--- src/rtl/ps2_pkg.sv ---
// Shared types and constants for the PS/2 scancode receiver.
package ps2_pkg;

    typedef enum logic [1:0] {
        StIdle,
        StData,
        StParity,
        StStop
    } ps2_state_e;

    localparam logic [7:0]  PS2_PREFIX_EXT = 8'hE0;
    localparam logic [7:0]  PS2_PREFIX_BRK = 8'hF0;
    localparam int unsigned PS2_FRAME_LEN  = 11;

endpackage

--- src/rtl/ps2_line_filter.sv ---
// Two-flop synchroniser, saturating glitch filter and falling-edge strobe for one PS/2 line.
module ps2_line_filter #(
    parameter int unsigned FILTER_LEN = 8
) (
    input  logic clk,
    input  logic reset,
    input  logic raw_i,
    output logic fall_o
);

    localparam int unsigned CntW = (FILTER_LEN > 1) ? $clog2(FILTER_LEN) : 1;

    logic            meta_q, sync_q;
    logic            filt_q, filt_d;
    logic [CntW-1:0] cnt_q, cnt_d;

    always_ff @(posedge clk or posedge reset) begin
        if (reset) begin
            meta_q <= 1'b1;
            sync_q <= 1'b1;
            filt_q <= 1'b1;
            cnt_q  <= '0;
        end else begin
            meta_q <= raw_i;
            sync_q <= meta_q;
            filt_q <= filt_d;
            cnt_q  <= cnt_d;
        end
    end

    // The filtered level flips only after FILTER_LEN consecutive disagreeing samples.
    always_comb begin
        filt_d = filt_q;
        cnt_d  = cnt_q;
        if (sync_q == filt_q) begin
            cnt_d = '0;
        end else if (cnt_q == CntW'(FILTER_LEN - 1)) begin
            filt_d = sync_q;
            cnt_d  = '0;
        end else begin
            cnt_d = cnt_q + CntW'(1);
        end
    end

    assign fall_o = filt_q & ~filt_d;

endmodule

--- src/rtl/ps2_scancode_receiver.sv ---
// PS/2 device-to-host frame receiver with E0/F0 prefix tracking.
// Optional held-key output enabled by defining PS2_KEY_HOLD_EN.
module ps2_scancode_receiver
    import ps2_pkg::*;
#(
    parameter int unsigned FILTER_LEN     = 8,
    parameter int unsigned TIMEOUT_CYCLES = 50000
) (
    input  logic       clk,
    input  logic       reset,
    input  logic       ps2_clk,
    input  logic       ps2_data,
    output logic [7:0] scancode,
    output logic       code_valid,
    output logic       is_break,
    output logic       is_extended,
    output logic       frame_err
`ifdef PS2_KEY_HOLD_EN
    ,
    output logic [7:0] held_code
`endif
);

    localparam int unsigned TmoW = (TIMEOUT_CYCLES > 1) ? $clog2(TIMEOUT_CYCLES) : 1;

    ps2_state_e      state_q, state_d;
    logic [2:0]      bit_cnt_q, bit_cnt_d;
    logic [7:0]      shift_q, shift_d;
    logic            parity_q, parity_d;
    logic [TmoW-1:0] tmo_q, tmo_d;
    logic [7:0]      scancode_q, scancode_d;
    logic            code_valid_q, code_valid_d;
    logic            is_break_q, is_break_d;
    logic            is_ext_q, is_ext_d;
    logic            frame_err_q, frame_err_d;
    logic            ext_pend_q, ext_pend_d;
    logic            brk_pend_q, brk_pend_d;
    logic            data_meta_q, data_sync_q;
    logic            sample;
    logic            frame_ok;
`ifdef PS2_KEY_HOLD_EN
    logic [7:0]      held_q, held_d;
`endif

    ps2_line_filter #(
        .FILTER_LEN (FILTER_LEN)
    ) u_clk_filter (
        .clk    (clk),
        .reset  (reset),
        .raw_i  (ps2_clk),
        .fall_o (sample)
    );

    always_ff @(posedge clk or posedge reset) begin
        if (reset) begin
            data_meta_q <= 1'b1;
            data_sync_q <= 1'b1;
        end else begin
            data_meta_q <= ps2_data;
            data_sync_q <= data_meta_q;
        end
    end

    assign frame_ok = data_sync_q & (^{shift_q, parity_q});

    always_comb begin
        state_d      = state_q;
        bit_cnt_d    = bit_cnt_q;
        shift_d      = shift_q;
        parity_d     = parity_q;
        tmo_d        = '0;
        scancode_d   = scancode_q;
        is_break_d   = is_break_q;
        is_ext_d     = is_ext_q;
        code_valid_d = 1'b0;
        frame_err_d  = 1'b0;
        ext_pend_d   = ext_pend_q;
        brk_pend_d   = brk_pend_q;
`ifdef PS2_KEY_HOLD_EN
        held_d       = held_q;
`endif

        unique case (state_q)
            StIdle: begin
                if (sample && !data_sync_q) begin
                    state_d   = StData;
                    bit_cnt_d = '0;
                end
            end
            StData: begin
                if (sample) begin
                    shift_d   = {data_sync_q, shift_q[7:1]};
                    bit_cnt_d = bit_cnt_q + 3'd1;
                    if (bit_cnt_q == 3'd7) state_d = StParity;
                end
            end
            StParity: begin
                if (sample) begin
                    parity_d = data_sync_q;
                    state_d  = StStop;
                end
            end
            StStop: begin
                if (sample) begin
                    state_d = StIdle;
                    if (!frame_ok) begin
                        frame_err_d = 1'b1;
                        ext_pend_d  = 1'b0;
                        brk_pend_d  = 1'b0;
                    end else if (shift_q == PS2_PREFIX_EXT) begin
                        ext_pend_d = 1'b1;
                    end else if (shift_q == PS2_PREFIX_BRK) begin
                        brk_pend_d = 1'b1;
                    end else begin
                        scancode_d   = shift_q;
                        is_break_d   = brk_pend_q;
                        is_ext_d     = ext_pend_q;
                        code_valid_d = 1'b1;
                        ext_pend_d   = 1'b0;
                        brk_pend_d   = 1'b0;
`ifdef PS2_KEY_HOLD_EN
                        if (!brk_pend_q) begin
                            held_d = shift_q;
                        end else if (shift_q == held_q) begin
                            held_d = 8'h00;
                        end
`endif
                    end
                end
            end
            default: state_d = StIdle;
        endcase

        // Mid-frame watchdog; a sample in the same cycle takes priority.
        if (state_q != StIdle && !sample) begin
            if (tmo_q == TmoW'(TIMEOUT_CYCLES - 1)) begin
                frame_err_d = 1'b1;
                ext_pend_d  = 1'b0;
                brk_pend_d  = 1'b0;
                state_d     = StIdle;
            end else begin
                tmo_d = tmo_q + TmoW'(1);
            end
        end
    end

    always_ff @(posedge clk or posedge reset) begin
        if (reset) begin
            state_q      <= StIdle;
            bit_cnt_q    <= '0;
            shift_q      <= '0;
            parity_q     <= 1'b0;
            tmo_q        <= '0;
            scancode_q   <= 8'h00;
            code_valid_q <= 1'b0;
            is_break_q   <= 1'b0;
            is_ext_q     <= 1'b0;
            frame_err_q  <= 1'b0;
            ext_pend_q   <= 1'b0;
            brk_pend_q   <= 1'b0;
`ifdef PS2_KEY_HOLD_EN
            held_q       <= 8'h00;
`endif
        end else begin
            state_q      <= state_d;
            bit_cnt_q    <= bit_cnt_d;
            shift_q      <= shift_d;
            parity_q     <= parity_d;
            tmo_q        <= tmo_d;
            scancode_q   <= scancode_d;
            code_valid_q <= code_valid_d;
            is_break_q   <= is_break_d;
            is_ext_q     <= is_ext_d;
            frame_err_q  <= frame_err_d;
            ext_pend_q   <= ext_pend_d;
            brk_pend_q   <= brk_pend_d;
`ifdef PS2_KEY_HOLD_EN
            held_q       <= held_d;
`endif
        end
    end

    assign scancode    = scancode_q;
    assign code_valid  = code_valid_q;
    assign is_break    = is_break_q;
    assign is_extended = is_ext_q;
    assign frame_err   = frame_err_q;
`ifdef PS2_KEY_HOLD_EN
    assign held_code   = held_q;
`endif

endmodule

--- config.mk ---
export PLATFORM = sky130hd
export DESIGN_NAME = ps2_scancode_receiver
export DESIGN_NICKNAME = d
export VERILOG_FILES = /design/src/rtl/ps2_pkg.sv /design/src/rtl/ps2_line_filter.sv /design/src/rtl/ps2_scancode_receiver.sv
export SDC_FILE = /design/constraint.sdc
export NUM_CORES = 1
export LEC_CHECK = 0
export CAP_MARGIN = 15
export CORE_MARGIN = 2
export CORE_UTILIZATION = 45
export CTS_CLUSTER_DIAMETER = 60
export DETAILED_ROUTE_END_ITERATION = 16
export GPL_TIMING_DRIVEN = 0
export SYNTH_ARGS = -nofsm -noshare
export SYNTH_HDL_FRONTEND = slang
export SYNTH_SLANG_ARGS = --single-unit
--- constraint.sdc ---
create_clock -name clk -period 3.9 [get_ports clk]
set_input_delay 0.585 -clock clk [delete_from_list [all_inputs] [get_ports clk]]
set_output_delay 0.585 -clock clk [all_outputs]
set_load 0.02 [all_outputs]
==> results.yml <==
outcome:
  status: "finished clean"
power:
  powerDensity_nw_per_um2: 332
  ir_drop_uv: 181
  power.leakage_nw: 1.24
finish:
  final_cells: 308
  areaGrowthSynthToFinish_pct: 14.1
  diodes: 0
  drive_above_1_share_pct: 17.2
  finalNetCount: 246
global_routing:
  grt_start_max_net_pins: 42
  grt_pass1_vias: 1583
  antenna_found_initial: 0
  overflow: 0
  grt_use_total_pct: 15.8
  grt_pass1_wl_um: 7530
yosys:
  yosysTopAreaCell: "dfrtp_1"
  synth_area_leaders: "dfrtp_1, mux2_2, dfstp_2, xnor2_1, xor2_1"
  synth_cell_types: 42
  yosys_warnings: 0
  ys_seq_area_share_pct: 53.9
  async_flop_share_pct: 100
  synthFlopType: "dfrtp_1"
  synth_area_um2: 2430
  synth.top_cell.area_share_pct: 48.5
  synth.most_common_cell: "dfrtp_1"
  ys_ff_latch: 52
  syn_nets: 223
  synth_edf_count: 0
  synth_area_per_cell_um2: 11.3
  syn-instance-count: 214
  synth_common_cells: "dfrtp_1, mux2_2, nor2_1, nand2_1, nand3_1"
clock_tree:
  cts-resized-gates: 0
  htreeDepth: 2
  postCtsSetupRepairBufs: 0
  cts-buffers-inserted: 5
  clk_transition_reported_paths_ns: 0.09
  hold_buffers: 0
  cts_tree: "yes"
  clk_path_buf_depth: 2
  cts.sinks: 52
  clkLatencyLatePin_ns: 0.30
  cts_root_buf: "clkbuf_8"
routing:
  wl_per_cell_um: 13.5
  antenna_left: 0
  via_per_inst: 5.14
  drc_errors: 0
  first_iter_violations: 79
  wirelength_um: 4170
  via_count: 1583
  firstDrtPassIters: 4
timing:
  finalSetupTns_ns: 0
  worstMarginPinSlew_ns: 0.485
  clock.fmax_mhz: 397
  finalSetupViolations: 0
  maxSlewViolCount: 0
  post-route-min-period_ns: 2.52
  finalClockSkew_ns: 0.00754
  rsz0062_at_grt: "no"
  fin_crit_sh_pct: 64.5
  hold_viol: 0
  slew_headroom_pct: 67.7
floorplan:
  coreArea_um2: 5140
  die_area_um2: 5990
  die_w_um: 77.4
  num_io_pins: 16
  die_y_um: 77.4
  initial_core_util_pct: 47.2
  rows: 26
worst_setup_path:
  crit_arrival_ns: 2.71
  startpoint_type: "flop"
  rr_endpoint: "is_break"
  r2r_cells: 7
  crit_path_end: "is_break"
  endpoint_kind: "flop"
  crit_fanout: 9
  crit_path_start: "shift_q[4]"
  path_class: "reg2reg"
  rrSetupSlack_ns: 1.38
  r2r-start: "shift_q[4]"
  worstPathRequired_ns: 4.10
place:
  place.gp.congestion: 0.792
  io_buffer_count: 15
  dpl.cell_count: 300
  dpl.hpwl_um: 2860
run:
  max_cap_viol_count: 0
worst_hold_path:
  hold_path_class: "reg2reg"
==> cell families after synthesis <==
kind of cell	synth area share, %
fa+ha+maj	2.58
buf+inv	2.42
compound gates	8.56
simple gates	15.4
flops	53.9
mux	8.77
xor+xnor	8.41
==> flip-flops by register name (all words and copies together), names as in the netlist <==
| name | cells |
|---|---|
| frame_err | 1 |
| u_clk_filter.sync_q | 1 |
| is_break | 1 |
| parity_q | 1 |
| state_q | 2 |
| data_sync_q | 1 |
| is_extended | 1 |
| data_meta_q | 1 |
| u_clk_filter.cnt_q | 3 |
| brk_pend_q | 1 |
| u_clk_filter.filt_q | 1 |
| u_clk_filter.meta_q | 1 |
| tmo_q | 16 |
| bit_cnt_q | 3 |
| shift_q | 8 |
| scancode | 8 |
| code_valid | 1 |
| ext_pend_q | 1 |
==> through the flow <==
| step | power (W) | hold slack, ns | instance area [um^2] | utilization, % | worst slack (ns) |
|---|---|---|---|---|---|
| 2_1_floorplan | 0.000615 | 0.345 | 2430 | - | 1.59 |
| 6_report | 0.000918 | 0.359 | 2770 | 53.9 | 1.38 |
| 5_1_grt | 0.000969 | 0.369 | 2770 | 53.9 | 1.22 |
| 4_1_cts | 0.000935 | 0.360 | 2770 | 53.9 | 1.35 |
| 3_3_place_gp | 0.000628 | 0.347 | 2660 | 51.8 | 1.02 |
| 3_5_place_dp | 0.000632 | 0.347 | 2680 | 52.2 | 1.38 |
==> worst min-delay path by stage <==
stage                                    from             endpoint  slack [ns]  depth (start not counted)
final                     u_clk_filter.meta_q  u_clk_filter.sync_q        0.36                          0
after CTS                 u_clk_filter.meta_q  u_clk_filter.sync_q        0.36                          0
after floorplan                   data_meta_q          data_sync_q        0.35                          0
after detailed placement  u_clk_filter.meta_q  u_clk_filter.sync_q        0.35                          0
after global placement            data_meta_q          data_sync_q        0.35                          0
after global routing      u_clk_filter.meta_q  u_clk_filter.sync_q        0.37                          0
==> power breakdown <==
| group | switching (W) | leakage, nW | internal [W] |
|---|---|---|---|
| clock | 0.000173 | 0.0412 | 0.000126 |
| combinational | 0.0000245 | 0.491 | 0.0000224 |
| sequential | 0.00000975 | 0.707 | 0.000562 |
==> area by class of cell <==
| type | instances | area, um^2 |
|---|---|---|
| buffer | 5 | 21.3 |
| sequential | 52 | 1310 |
| multi-input combinational | 147 | 1060 |
| clock inverter | 2 | 12.5 |
| timing repair buffer | 16 | 170 |
| inverter | 10 | 37.5 |
| fill | 471 | 2370 |
| tap | 70 | 87.6 |
| clock buffer | 6 | 72.6 |
==> metal layers <==
layer  global-route usage (%)  up-vias  share of wire (%)
met4                     4.82        0                1.2
met1                     23.2      762                 53
met5                        0        -                  0
li1                         -      803                  -
met2                     23.3       12                 44
met3                     3.49        6                2.3
==> worst max-delay path: stages, from the launching register on <==
cell and delay [ns]:
dfrtp_1 0.36, buf_2 0.16, xnor3_2 0.40, xnor3_2 0.48
xnor2_2 0.20, nand2b_1 0.12, a21oi_4 0.31, mux2_2 0.38
==> layout by cell type (no fill, tap or decap), types with 5 or more instances in the layout <==
master           count
dfrtp_1             47
mux2_2              18
nor2_1              17
clkdlybuf4s50_1     15
nand2_1             12
nand3_1             12
o21ai_0             10
a21oi_1             10
inv_1                9
xnor2_1              8
xor2_1               8
nor3_1               5
ha_1                 5
clkbuf_8             5
dfstp_2              5
No activity file was read; power rests on OpenSTA's default activity.
